**src/rtl/uart_control_pkg.sv**
```systemverilog
// Shared constants, field positions, FSM encodings and the frame byte
// builder for the UART control-frame transmitter.
package uart_control_pkg;

    localparam logic [7:0] SYNC0 = 8'hAA;
    localparam logic [7:0] SYNC1 = 8'h55;
    localparam logic [7:0] TAIL  = 8'h55;
    localparam int FRAME_BYTES   = 6;

    localparam int BAUD_MSB   = 11;
    localparam int BAUD_LSB   = 8;
    localparam int WIDTH_MSB  = 5;
    localparam int WIDTH_LSB  = 4;
    localparam int STOP_MSB   = 3;
    localparam int STOP_LSB   = 2;
    localparam int PARITY_MSB = 1;
    localparam int PARITY_LSB = 0;

    // Bit-level states of the byte serializer
    typedef enum logic [2:0] {S_IDLE, S_START, S_DATA, S_STOP, S_GAP} tx_state_t;

    // Frame-level states of the byte sequencer
    typedef enum logic [1:0] {Q_IDLE, Q_BYTE, Q_GAP} seq_state_t;

    function automatic logic [7:0] frame_byte(input logic [2:0] idx, input logic [15:0] word);
        case (idx)
            3'd0:    return SYNC0;
            3'd1:    return SYNC1;
            3'd2:    return word[15:8];
            3'd3:    return word[7:0];
            3'd4:    return word[15:8] + word[7:0];
            default: return TAIL;
        endcase
    endfunction

endpackage

```
**src/rtl/uart_control_tx_if.sv**
```systemverilog
// Control/status bundle between the frame source and the transmitter.
interface uart_control_tx_if;
    logic        bps_en;
    logic [15:0] control_word;
    logic        send;
    logic        control_tx;
    logic        busy;
    logic        done;

    modport master (output bps_en, control_word, send, input control_tx, busy, done);
    modport slave  (input bps_en, control_word, send, output control_tx, busy, done);
endinterface

```
**src/rtl/uart_control_tx_byte.sv**
```systemverilog
// 8N1 LSB-first byte serializer. ready is high when a load this cycle is
// taken, including the final tick of a stop bit so bytes can abut.
module uart_control_tx_byte
    import uart_control_pkg::*;
#(
    parameter int OVERSAMPLE = 16
) (
    input  logic       clock,
    input  logic       reset,
    input  logic       bps_en,
    input  logic       load,
    input  logic [7:0] data,
    output logic       ready,
    output logic       tx
);
    localparam int TW = (OVERSAMPLE > 1) ? $clog2(OVERSAMPLE) : 1;

    tx_state_t     state_reg;
    logic [TW-1:0] tick_cnt_reg;
    logic [2:0]    bit_cnt_reg;
    logic [7:0]    shift_reg;
    logic          tx_reg;
    logic          bit_end;

    assign bit_end = bps_en && (tick_cnt_reg == TW'(OVERSAMPLE - 1));
    assign ready   = (state_reg == S_IDLE) || ((state_reg == S_STOP) && bit_end);
    assign tx      = tx_reg;

    always_ff @(posedge clock or posedge reset) begin
        if (reset) begin
            state_reg    <= S_IDLE;
            tick_cnt_reg <= '0;
            bit_cnt_reg  <= '0;
            shift_reg    <= '0;
            tx_reg       <= 1'b1;
        end else if (load && ready) begin
            state_reg    <= S_START;
            shift_reg    <= data;
            tick_cnt_reg <= '0;
            bit_cnt_reg  <= '0;
            tx_reg       <= 1'b0;
        end else if (state_reg == S_IDLE) begin
            tx_reg <= 1'b1;
        end else if (bit_end) begin
            // Level of the next bit is driven from the cycle after the last tick
            tick_cnt_reg <= '0;
            case (state_reg)
                S_START: begin
                    state_reg   <= S_DATA;
                    bit_cnt_reg <= 3'd0;
                    tx_reg      <= shift_reg[0];
                end
                S_DATA: begin
                    if (bit_cnt_reg == 3'd7) begin
                        state_reg <= S_STOP;
                        tx_reg    <= 1'b1;
                    end else begin
                        bit_cnt_reg <= bit_cnt_reg + 3'd1;
                        tx_reg      <= shift_reg[bit_cnt_reg + 3'd1];
                    end
                end
                default: begin
                    state_reg <= S_IDLE;
                    tx_reg    <= 1'b1;
                end
            endcase
        end else if (bps_en) begin
            tick_cnt_reg <= tick_cnt_reg + TW'(1);
        end
    end
endmodule

```
**src/rtl/uart_control_tx.sv**
```systemverilog
// Control-frame transmitter: sequences AA 55 hi lo sum 55 through the byte
// serializer, with optional idle gap between bytes and busy/done status.
module uart_control_tx
    import uart_control_pkg::*;
#(
    parameter int OVERSAMPLE = 16,
    parameter int GAP_BITS   = 1
) (
    input  logic             clock,
    input  logic             reset,
    uart_control_tx_if.slave bus
);
    localparam int GAP_TICKS = GAP_BITS * OVERSAMPLE;
    localparam int GW        = (GAP_TICKS > 1) ? $clog2(GAP_TICKS) : 1;

    seq_state_t    state_reg;
    logic [2:0]    byte_idx_reg;
    logic [15:0]   word_reg;
    logic [GW-1:0] gap_cnt_reg;
    logic          busy_reg;
    logic          done_reg;

    logic          accept;
    logic          gap_end;
    logic          byte_end;
    logic          last_byte;
    logic          ser_load;
    logic          ser_ready;
    logic [2:0]    next_idx;
    logic [7:0]    ser_data;

    assign accept    = (state_reg == Q_IDLE) && bus.send;
    assign gap_end   = (state_reg == Q_GAP) && bus.bps_en && (gap_cnt_reg == GW'(GAP_TICKS - 1));
    assign byte_end  = (state_reg == Q_BYTE) && ser_ready;
    assign last_byte = (byte_idx_reg == 3'(FRAME_BYTES - 1));
    // With no gap the next start bit must follow the stop bit's last tick directly
    assign ser_load  = accept || gap_end || (byte_end && !last_byte && (GAP_BITS == 0));
    assign next_idx  = accept ? 3'd0 : byte_idx_reg + 3'd1;
    assign ser_data  = frame_byte(next_idx, word_reg);

    uart_control_tx_byte #(.OVERSAMPLE(OVERSAMPLE)) u_byte (
        .clock  (clock),
        .reset  (reset),
        .bps_en (bus.bps_en),
        .load   (ser_load),
        .data   (ser_data),
        .ready  (ser_ready),
        .tx     (bus.control_tx)
    );

    always_ff @(posedge clock or posedge reset) begin
        if (reset) begin
            state_reg    <= Q_IDLE;
            byte_idx_reg <= '0;
            word_reg     <= '0;
            gap_cnt_reg  <= '0;
            busy_reg     <= 1'b0;
            done_reg     <= 1'b0;
        end else begin
            done_reg <= 1'b0;
            case (state_reg)
                Q_IDLE: begin
                    if (bus.send) begin
                        word_reg     <= bus.control_word;
                        byte_idx_reg <= 3'd0;
                        busy_reg     <= 1'b1;
                        state_reg    <= Q_BYTE;
                    end
                end
                Q_BYTE: begin
                    if (ser_ready) begin
                        if (last_byte) begin
                            state_reg <= Q_IDLE;
                            busy_reg  <= 1'b0;
                            done_reg  <= 1'b1;
                        end else if (GAP_BITS > 0) begin
                            state_reg   <= Q_GAP;
                            gap_cnt_reg <= '0;
                        end else begin
                            byte_idx_reg <= byte_idx_reg + 3'd1;
                        end
                    end
                end
                default: begin
                    if (gap_end) begin
                        byte_idx_reg <= byte_idx_reg + 3'd1;
                        gap_cnt_reg  <= '0;
                        state_reg    <= Q_BYTE;
                    end else if (bus.bps_en) begin
                        gap_cnt_reg <= gap_cnt_reg + GW'(1);
                    end
                end
            endcase
        end
    end

    assign bus.busy = busy_reg;
    assign bus.done = done_reg;
endmodule

```
**src/flat_wrapper.sv**
```systemverilog
// flat-port wrapper written by rule: the top's interface ports become plain ports
module uart_control_tx_flat import uart_control_pkg::*;
#(
    parameter int OVERSAMPLE = 16,
    parameter int GAP_BITS   = 1
)
  (clock, reset, bus_bps_en, bus_control_word, bus_send, bus_control_tx, bus_busy, bus_done);
  uart_control_tx_if bus_i ();
  input  logic clock;
  input  logic reset;
  input wire logic [$bits(bus_i.bps_en)-1:0] bus_bps_en;
  input wire logic [$bits(bus_i.control_word)-1:0] bus_control_word;
  input wire logic [$bits(bus_i.send)-1:0] bus_send;
  output wire logic [$bits(bus_i.control_tx)-1:0] bus_control_tx;
  output wire logic [$bits(bus_i.busy)-1:0] bus_busy;
  output wire logic [$bits(bus_i.done)-1:0] bus_done;
  assign bus_i.bps_en = bus_bps_en;
  assign bus_i.control_word = bus_control_word;
  assign bus_i.send = bus_send;
  assign bus_control_tx = bus_i.control_tx;
  assign bus_busy = bus_i.busy;
  assign bus_done = bus_i.done;
  uart_control_tx #(.OVERSAMPLE(OVERSAMPLE), .GAP_BITS(GAP_BITS)) u_core (.clock(clock), .reset(reset), .bus(bus_i));
endmodule
```
**config.mk**
```make
export PLATFORM = sky130hd
export DESIGN_NAME = uart_control_tx_flat
export DESIGN_NICKNAME = d
export VERILOG_FILES = /design/src/rtl/uart_control_pkg.sv /design/src/rtl/uart_control_tx_if.sv /design/src/rtl/uart_control_tx_byte.sv /design/src/rtl/uart_control_tx.sv /design/src/flat_wrapper.sv
export SDC_FILE = /design/constraint.sdc
export NUM_CORES = 1
export LEC_CHECK = 0
export BUFFER_PORTS_ARGS = -buffer_cell sky130_fd_sc_hd__buf_2
export CORE_MARGIN = 10
export CORE_UTILIZATION = 40
export CTS_CLUSTER_DIAMETER = 100
export CTS_CLUSTER_SIZE = 14
export DETAILED_ROUTE_END_ITERATION = 8
export SLEW_MARGIN = 40
export SYNTH_ARGS = -nofsm -noshare
export SYNTH_HDL_FRONTEND = slang
export SYNTH_SLANG_ARGS = --single-unit
```
**constraint.sdc**
```tcl
create_clock -name clock -period 4.2 [get_ports clock]
set_input_delay 0.84 -clock clock [delete_from_list [all_inputs] [get_ports clock]]
set_output_delay 0.84 -clock clock [all_outputs]
set_load 0.03 [all_outputs]
```
==> run metrics <==
status complete, no violations; DRT iter0 DRCs 101; Post-CTS Setup Inserts 0; Syn Nets 325; Post-synth top cells nand2_1, dfrtp_1, o21ai_0, ha_1, nor2_1; Root Buffer clkbuf_8; initial antenna violation count 0; Worst Max-Slew Pin Slew between 0.5 and 0.6 ns; Avg Synthesized Cell Area a little over 9 µm²; Post-CTS Hold Fix Bufs 0; Crit Path Class register to register; Seq cells post-synth 45; Place WS 1.53 ns; Synth Flop Type dfrtp_1; PwrDens 611 nW/µm²; Synth area leaders dfrtp_1, nand2_1, ha_1, o21ai_0, mux2i_1; Starting Density 41.5%; CTS H-tree depth 2; worst skew pair latency 0.30 ns; GRT Resource Usage Total 11.9%; vias in the first global route approximately 2,100; CTS Sinks 45; Rel. slew slack between 60% and 70%; die height 102 µm; FMAX 406 MHz; Worst Slack Setup Final 1.74 ns; Post-synth EDFFs 0; final non-filler cell total 384; synthesis-to-layout area growth 9.86%; Die X between 100 and 150 µm; first-pass GRT wire length 10,000 µm; Synth warnings 0; Synth cell types 56; cell row count 29; TritonCTS clock tree done; diode count 0; deepest clock path buffer count 2; Leak roughly 1.4 nW; clock buffer count from CTS 5; WP data required 4.37 ns; crit start category register; max cap viols 0; Fin Setup TNS 0 ns; Mapped Cells between 200 and 300; post-cts resize count 0; Cells after DPL roughly 380; fillers 634; IO Pins 23; post-DP HPWL 4030 µm; most common cell in the netlist nand2_1; period utilization approximately three fifths; vias per inst between 5 and 6; DRC viols 0; R2R Setup Slk 1.74 ns; drt wl/cell 14.5 µm; Routability Congestion 0.776; RSZ-0062 raised after global routing no; register area share after synthesis 42.3%; crit path capture type register; Hold Vio Cnt, Final 0; fin crit period 2.46 ns; GRT overflow 0; via count 2,083; post-route ant nets 0; area leader, netlist dfrtp_1; routed wire length 5580 µm; synthesized cell area 2660 µm²; share of the synthesized area in the top cell type about two fifths; Clock Pin Slew Worst Setup and Hold Paths about 0.090 ns; PortBufs 22; hold crit path type register to register; Initial DRT Pass Iterations 4; FFs w/ async S/R, synth 100%; Fin Clk Skew approximately 0.0060 ns; Nets 344; DIE AREA between 10,000 and 15,000 µm²; Arrival @ worst endpoint 2.63 ns; layout cells sized above 1 16.6%; largest net degree at the start of global routing 46; CORE AREA 6420 µm²; critical path fanouts, max 14; VDD IR max about 260 µV; max reg flops 16; final setup fails 0; Slew Limit Fails 0
-- stage by stage --
step / cell area, µm² / power [mW] / utilization (%) / hold slack (ns)
after global placement: 2820 / 1.49 / 43.9 / 0.474
after global routing: 2930 / 1.97 / 45.6 / 0.512
final: 2930 / 1.79 / 45.6 / 0.492
after floorplan: 2660 / 1.32 / - / 0.445
after CTS: 2920 / 1.80 / 45.5 / 0.496
after detailed placement: 2820 / 1.50 / 43.9 / 0.475
-- metal layers --
layer / routed length [µm] / track usage, %
met1: 2660 / 15.2
met4: 62 / 3.63
met2: 2660 / 19.5
met5: 0 / 0
met3: 195 / 2.79
-- worst paths after layout --
kind | start | to | cells past startpoint
max reg2reg | u_core.byte_idx_reg[0] | u_core.u_byte.shift_reg[3] | 6
min reg2reg | u_core.u_byte.shift_reg[1] | u_core.u_byte.shift_reg[1] | 2
max | u_core.byte_idx_reg[0] | u_core.u_byte.shift_reg[3] | 6
min in group asynchronous | reset | u_core.state_reg[0] | 2
min | u_core.u_byte.shift_reg[1] | u_core.u_byte.shift_reg[1] | 2
max in group asynchronous | reset | u_core.word_reg[4] | 2
-- cells in the final DEF, fill, tap and decap left out, types with 4 or more instances in the layout --
master,instances
buf_2,22
nor2_1,15
dfrtp_1,44
o21ai_0,26
a21oi_1,13
nand2_1,66
clkbuf_8,7
mux2i_1,8
nand3_1,8
ha_1,17
a31oi_1,4
inv_1,11
-- cell type report --
type / instances / area, µm² / area share, %
Timing Repair Buffer: 23 / 118 / 4.02
Sequential cell: 45 / 1130 / 38.5
Clock buffer: 7 / 96.3 / 3.29
Inverter: 12 / 47.5 / 1.62
Tap cell: 77 / 96.3 / 3.29
Clock inverter: 1 / 5.00 / 0.171
Multi-Input combinational cell: 219 / 1440 / 49.1
-- power by group --
group          leakage (nW)  total, mW  internal [mW]  switching (mW)
registers             0.558      0.737          0.591           0.146
logic                 0.740      0.754          0.342           0.411
clock network        0.0542      0.299          0.149           0.150
-- worst max-delay path, cell delays in order (launching register included) --
cell and delay, ns:
dfrtp_1 0.71, ha_1 0.32, xor2_2 0.35, nor2_1 0.10, o311a_2 0.45, a222oi_1 0.27, o21ai_0 0.13
-- logic make-up (layout without fill, tap and decap cells) --
group | Yosys count | after routing | synth area share, %
AO/OA/AOI/OAI | 69 | 69 | 17.3
flip-flops | 45 | 45 | 42.3
AND/OR/NAND/NOR | 113 | 113 | 19.3
multiplexers | 13 | 13 | 5.97
XOR/XNOR | 6 | 6 | 2.26
buffers and inverters | 23 | 43 | 4.13
adder cells (fa/ha/maj) | 18 | 18 | 8.74
Power figures use the tool's default switching activity.
